<file path="src/rtl/clk_enable_manager.sv">
// Reset sequencer and per-channel clock-enable generator (free-run divide or single-step).
// Outputs decode from registered state only; no backpressure, enables are one-cycle pulses.
module clk_enable_manager #(
  parameter int NUM_CH      = 2,
  parameter int DIV_W       = 16,
  parameter int SYNC_STAGES = 2,
  parameter int RST_HOLD    = 16
) (
  input  logic                    clk,
  input  logic                    rst,
  input  logic [NUM_CH*DIV_W-1:0] div_cfg,
  input  logic                    cfg_load,
  input  logic [NUM_CH-1:0]       step_mode,
  input  logic [NUM_CH-1:0]       step_req,
  output logic [NUM_CH-1:0]       ch_en,
  output logic [NUM_CH-1:0]       step_ack,
  output logic                    sync_rst,
  output logic                    rst_done
);

  localparam int HOLD_W = $clog2(RST_HOLD + 1);

  typedef enum logic [1:0] {
    ST_RESET = 2'd0,
    ST_HOLD  = 2'd1,
    ST_RUN   = 2'd2
  } state_t;

  state_t                   state, state_nxt;
  logic [SYNC_STAGES-1:0]   sync_ff;
  logic [HOLD_W-1:0]        hold_cnt, hold_cnt_nxt;
  logic                     run;

  logic [DIV_W-1:0]         div_q [NUM_CH];
  logic [DIV_W-1:0]         cnt   [NUM_CH];
  logic [NUM_CH-1:0]        mode_q;
  logic [NUM_CH-1:0]        step_q;
  logic [NUM_CH-1:0]        req_prev;

  // Async set, synchronous release of the reset into the core domain.
  always_ff @(posedge clk or posedge rst) begin
    if (rst) sync_ff <= '1;
    else     sync_ff <= {sync_ff[SYNC_STAGES-2:0], 1'b0};
  end

  always_ff @(posedge clk or posedge rst) begin
    if (rst) begin
      state    <= ST_RESET;
      hold_cnt <= '0;
    end else begin
      state    <= state_nxt;
      hold_cnt <= hold_cnt_nxt;
    end
  end

  always_comb begin
    state_nxt    = state;
    hold_cnt_nxt = hold_cnt;
    case (state)
      ST_RESET: begin
        if (!sync_ff[SYNC_STAGES-1]) begin
          state_nxt    = ST_HOLD;
          hold_cnt_nxt = '0;
        end
      end
      ST_HOLD: begin
        if (hold_cnt == HOLD_W'(RST_HOLD - 1)) state_nxt = ST_RUN;
        else                                   hold_cnt_nxt = hold_cnt + HOLD_W'(1);
      end
      ST_RUN:  state_nxt = ST_RUN;
      default: state_nxt = ST_RESET;
    endcase
  end

  assign run      = (state == ST_RUN);
  assign sync_rst = ~run;
  assign rst_done = run;

  // Mode is registered so a mode flip never reaches the outputs combinationally;
  // the flip itself restarts the channel from a clean counter.
  always_ff @(posedge clk or posedge rst) begin
    if (rst) begin
      for (int i = 0; i < NUM_CH; i++) begin
        div_q[i] <= '0;
        cnt[i]   <= '0;
      end
      mode_q   <= '0;
      step_q   <= '0;
      req_prev <= '0;
    end else begin
      req_prev <= step_req;
      mode_q   <= step_mode;
      for (int i = 0; i < NUM_CH; i++) begin
        if (cfg_load) div_q[i] <= div_cfg[i*DIV_W +: DIV_W];
        if (step_mode[i] != mode_q[i]) begin
          cnt[i]    <= '0;
          step_q[i] <= 1'b0;
        end else if (mode_q[i]) begin
          cnt[i]    <= '0;
          step_q[i] <= run & step_req[i] & ~req_prev[i];
        end else begin
          step_q[i] <= 1'b0;
          if (cfg_load || !run || (cnt[i] == div_q[i])) cnt[i] <= '0;
          else                                          cnt[i] <= cnt[i] + DIV_W'(1);
        end
      end
    end
  end

  always_comb begin
    ch_en    = '0;
    step_ack = '0;
    for (int i = 0; i < NUM_CH; i++) begin
      step_ack[i] = step_q[i];
      ch_en[i]    = step_q[i] | (~mode_q[i] & run & (cnt[i] == div_q[i]));
    end
  end

endmodule

</file>
<file path="config.mk">
export PLATFORM = sky130hd
export DESIGN_NAME = clk_enable_manager
export DESIGN_NICKNAME = d
export VERILOG_FILES = /design/src/rtl/clk_enable_manager.sv
export SDC_FILE = /design/constraint.sdc
export NUM_CORES = 1
export LEC_CHECK = 0
export ABC_AREA = 1
export BUFFER_PORTS_ARGS = -buffer_cell sky130_fd_sc_hd__buf_4
export CAP_MARGIN = 20
export CORE_MARGIN = 5
export CORE_UTILIZATION = 45
export CTS_BUF_LIST = sky130_fd_sc_hd__clkbuf_8 sky130_fd_sc_hd__clkbuf_16
export CTS_CLUSTER_DIAMETER = 150
export DETAILED_ROUTE_END_ITERATION = 6
export HOLD_SLACK_MARGIN = 0.02
export PLACE_DENSITY_LB_ADDON = 0.15
export SLEW_MARGIN = 20
export SYNTH_ARGS = -nofsm -noshare
export SYNTH_HDL_FRONTEND = slang
export SYNTH_SLANG_ARGS = --single-unit
export TNS_END_PERCENT = 10
</file>
<file path="constraint.sdc">
create_clock -name clk -period 2 [get_ports clk]
set_input_delay 0.1 -clock clk [delete_from_list [all_inputs] [get_ports clk]]
set_output_delay 0.1 -clock clk [all_outputs]
set_load 0.02 [all_outputs]
</file>
; After elaboration in Yosys (flattened, before gate mapping)
; Index checks and enable logic that the tools add are counted.
[word_totals]
wordCells = 62
ff_bits = 79
in_bits = 39
[op_classes]
muxes = 16
n_reduce_logical = 8
add_sub_neg = 3
eq_ne = 10
bitwise_logic = 15
[op_table]
columns = operator, count
row1 = 16-bit 2-to-1 mux, 6
row2 = "16-bit by 1-bit adder with 16-bit output, second input constant", 2
row3 = 16-bit == test, 2
row4 = 5-bit 2-to-1 mux, 2
row5 = 5-bit one-hot mux with 2 select lines, 1
row6 = 1-bit AND, 8
row7 = "2-bit inequality test, second input constant", 3
row8 = 2-bit one-hot mux with 3 select lines, 1
row9 = "5-bit by 1-bit adder with 5-bit output, second input constant", 1
row10 = "5-bit by 4-bit == test with 1-bit output, second input constant", 1
row11 = 1-bit NOT, 5
row12 = 1-bit 2-to-1 mux, 4
row13 = 2-bit 2-to-1 mux, 2
row14 = 1-bit logical OR, 3
row15 = 3-bit AND reduction, 1
row16 = "2-bit by 1-bit == test with 1-bit output, second input constant", 1
row17 = "2-bit == test, second input constant", 1
row18 = 2-bit zero test, 1
row19 = 1-bit inequality test, 2
row20 = 1-bit OR, 2
row21 = 2-bit AND reduction, 1
row22 = 2-bit nonzero test, 1
row23 = 1-bit zero test, 1

; Logic depth before layout (Yosys ltp)
[logic_depth]
word_depth = 7
ltp_mapped = 10
depth_no_buf = 9

; Worst setup path before layout
; OpenSTA, ideal clock, no wires.
[synth_timing]
path_type = register to register
from = register state[0]
to = register cnt[22] (netlist name)
path_buffers = 1
t_required_ns = 1.929
arrival_time_ns = 1.701
path_slack_ns = 0.228
setup_time_ns = 0.071
stages_incl_launch_ff = 9
path_cell_list = dfrtp_1 > inv_1 > ha_1 > inv_1 > or2_2 > nor3_2 > nand2_2 > buf_6 > nor2_1
[synth_via]
elab_chain_cells = 7
[synth_rtl]
columns = item, line_no
row1 = "start, declared", 29  ; state_t state, state_nxt;
row2 = "start signal, assigned", 51  ; state <= state_nxt;
row3 = 2-bit == test, 75  ; assign run = (state == ST_RUN);
row4 = named net rst_done, 18  ; output logic rst_done
row5 = 1-bit zero test, 103  ; if (cfg_load || !run || (cnt[i] == div_q[i])) cnt[i] <= '0;
row6 = 1-bit logical OR (2 in series), 103
row7 = 16-bit 2-to-1 mux, 103
row8 = 16-bit 2-to-1 mux, 98  ; end else if (mode_q[i]) begin
row9 = 16-bit 2-to-1 mux, 95  ; if (step_mode[i] != mode_q[i]) begin
row10 = "end signal, assigned by index", 104  ; else cnt[i] <= cnt[i] + DIV_W'(1);
row11 = "end, declared", 35  ; logic [DIV_W-1:0] cnt [NUM_CH];
; The timed path passes the listed nets, and every way through them passes these cells.
; A chain may end at the register's enable or synchronous reset.

; Final worst setup path
[layout_timing]
from = register cnt[16] (netlist name)
to = output port ch_en[0]
[layout_via]
elab_chain_cells = 3
[layout_rtl]
columns = item, line_no
row1 = 16-bit == test, 115  ; ch_en[i] = step_q[i] | (~mode_q[i] & run & (cnt[i] == div_q[i]));
row2 = 1-bit AND, 115
row3 = 1-bit OR, 115
row4 = "end, declared", 15  ; output logic [NUM_CH-1:0] ch_en,
; Every way passes these cells.

==> reports/metrics.yaml <==
outcome:
  status: "finished clean"
timing:
  fin_crit_sh: 0.944
  holdWs_ns: 0.180
  clock_skew_ns: 0.00842
  fin_tns_setup_ns: 0
  setup_viol: 0
  worstMarginPinSlew_ns: 0.559
  worst_slew_margin_rel: 0.627
  fmax_mhz: 530
  hold_violations: 0
  min_period_ns: 1.89
  slew_viol_final: 0
routing:
  dr.pass1.iters: 4
  wire_per_inst_um: 12.0
  vias_per_cell: 4.65
  drt_iter0_markers: 146
  wl_mm: 8.83
  vias: 3409
  drc: 0
  ant_nets: 0
global_routing:
  overflow: 0
  grtUsageTotal: 0.168
  antenna_found_initial: 0
  grt_pass1_wl_mm: 15.3
  grt_max_degree: 42
  grt_pass1_vias: 3420
layout:
  drive_above_1_share: 0.157
  num-nets-final: 667
  final_cell_area_mm2: 0.00516
  diodes: 0
  stdcell_count: 733
  syn2layout_area_growth_pct: 27.6
yosys:
  syn_nets: 575
  ys_ff_latch: 79
  syn_avg_cell_area_um2: 7.67
  ys_seq_area_frac: 0.489
  ys_warn_count: 0
  syn-cell-area_mm2: 0.00405
  postSynthCellCount: 528
  ys_types: 26
setup_path:
  crit_end: "ch_en[0]"
  start_kind: "flop"
  reg2reg_slack_ns: 0.33
  crit_chain: "nand2_1, nand2_1, nor2_1, nand2_1, nor2_2, nand2_2, o21bai_1, buf_4"
  cp_slowest_cell: "dfrtp_2"
  worstPathArrival_ns: 1.79
  slowest_delay_ns: 0.44
  critPathLaunch: "cnt[16]$_DFF_PP0_"
  critPathCaptureType: "output port"
  worstSetupPathType: "reg2out"
  reg2reg_to: "hold_cnt[1]$_DFFE_PP0P_"
  path_max_fanout: 5
  critPathRequiredTime_ns: 1.90
  r2r_cells: 7
  crit_top_cell: "nand2_1"
  r2r_start: "hold_cnt[0]$_DFFE_PP0P_"
clocking:
  cts_made_buffers: 9
  cts_max_level: 3
  cts_tree: "done"
  cts_sinks: 79
  clockRootBuffer: "clkbuf_8"
  clockBufferDepth: 2
  clk_pin_slew_ns: 0.08
  clock_latency_ns: 0.35
power_and_ir_drop:
  leakage_nw: 2.46
  power_density_mw_per_mm2: 667
  ir_drop_mv: 0.373
floorplanning:
  fp.coreArea_mm2: 0.00876
  start_util: 0.462
  io_pins: 45
  rows: 34
  die_h_um: 105
  die_area_mm2: 0.0110
  dieWidth_um: 105
hold_path:
  min_path_cells: 3
  hp-class: "in2reg"
placement:
  place_area_mm2: 0.00450
  io_buffers: 44
  dp.final_hpwl_mm: 6.24
  gp_congestion: 0.905
  placed_cells: 674
job:
  drv_cap: 0
-- routing by layer --
metal	track usage	share of wire	wire, µm
met5	0	0	0
met4	0.0566	0.013	119
met3	0.0358	0.041	361
met2	0.276	0.47	4160
met1	0.221	0.47	4190
-- layout make-up --
cell class / instances / area, µm²
Fill cell: 770 / 3600
Sequential cell: 79 / 1990
Multi-Input combinational cell: 363 / 1740
Timing Repair Buffer: 90 / 781
Inverter: 77 / 293
Clock buffer: 12 / 165
Tap cell: 108 / 135
Clock inverter: 4 / 68.8
-- where the power goes --
group	leakage, nW	switching [mW]	internal (mW)	total, mW
clock	0.124	0.585	0.800	1.39
sequential	0.993	0.0371	1.66	1.70
combinational	1.34	0.187	0.173	0.360
-- state kept, by name, summed over array words and instances (netlist names) --
name / count
cnt: 32
div_q: 32
hold_cnt: 5
mode_q: 2
req_prev: 2
state: 2
step_ack: 2
sync_ff: 2
-- cells by family (layout without fill, tap and decap cells) --
family / count (synthesis) / in the layout / synth area share
adder cells (fa/ha/maj): 8 / 8 / 0.0247
buffers and inverters: 86 / 183 / 0.0844
AO/OA/AOI/OAI: 47 / 47 / 0.0612
flip-flops: 79 / 79 / 0.489
AND/OR/NAND/NOR: 282 / 282 / 0.286
XOR/XNOR: 25 / 25 / 0.0541
other: 1 / 1 / 0.000926
-- critical path: cells and delay by family (launching register included) --
family          cells  cell delay, ns
compound gates      1            0.21
simple gates        6            0.61
buf+inv             1            0.18
flops               1            0.44
-- what timing repair did --
action                                 CTS  global route
setup endpoints to repair                0             2
setup buffers                            0             6
hold buffers                            37             0
endpoints found under the hold margin   61             0
resized for setup                        0            10
-- synthesized netlist by cell type --
master	instances	share of area
ha_1	8	0.025
or2_2	3	0.0046
clkbuf_1	4	0.0037
o21ai_0	39	0.048
nand2_1	166	0.15
xor2_1	23	0.050
nor3_1	14	0.017
a32o_1	1	0.0025
nor3_2	4	0.0099
buf_2	3	0.0037
conb_1	1	0.00093
xnor2_1	2	0.0043
nor2_1	71	0.066
o31ai_1	1	0.0019
o21bai_1	2	0.0037
a21oi_1	3	0.0037
inv_2	6	0.0056
dfstp_2	2	0.013
o21ai_1	1	0.0012
nand4_1	2	0.0031
dfrtp_1	77	0.48
buf_6	2	0.0056
nor2_4	2	0.0056
nand3_1	18	0.022
nand2_2	2	0.0031
inv_1	71	0.066
-- worst min path at each step --
stage,startpoint,end,slack [ns]
finish,cfg_load,div_q[4]$_DFFE_PP0P_,0.18
global route,cfg_load,div_q[23]$_DFFE_PP0P_,0.20
CTS,cfg_load,div_q[24]$_DFFE_PP0P_,0.17
detailed placement,rst,mode_q[1]$_DFF_PP0_,0.19
global placement,rst,div_q[0]$_DFFE_PP0P_,0.19
floorplan,step_mode[0],mode_q[0]$_DFF_PP0_,0.13
-- through the flow --
step / setup slack (ns) / power, mW / utilization
after detailed placement: 0.313 / 2.04 / 0.513
after CTS: 0.0941 / 3.47 / 0.582
after global routing: -0.0164 / 3.61 / 0.589
final: 0.112 / 3.45 / 0.589
after floorplan: 0.228 / 1.91 / -
after global placement: 0.417 / 2.03 / 0.513
-- layout by cell type (no fill, tap or decap) --
cell type / n
dlygate4sd3_1: 37
clkbuf_8: 12
nand4_1: 2
nand2_1: 165
ha_1: 8
o21bai_1: 2
dfrtp_2: 5
nor3_1: 14
xor2_1: 23
o31ai_1: 1
nor3_2: 4
inv_1: 70
buf_4: 52
nor2_2: 3
nand2_2: 3
buf_12: 1
a32o_1: 1
o21ai_0: 39
nor2_1: 68
clkinvlp_4: 1
a21oi_1: 3
bufinv_16: 2
nor2_4: 2
or2_2: 3
xnor2_1: 2
nand3_1: 18
inv_2: 7
dfrtp_1: 72
dfstp_2: 2
conb_1: 1
clkinv_2: 1
o21ai_1: 1
Note: power is estimated with default switching activity, not from simulation.
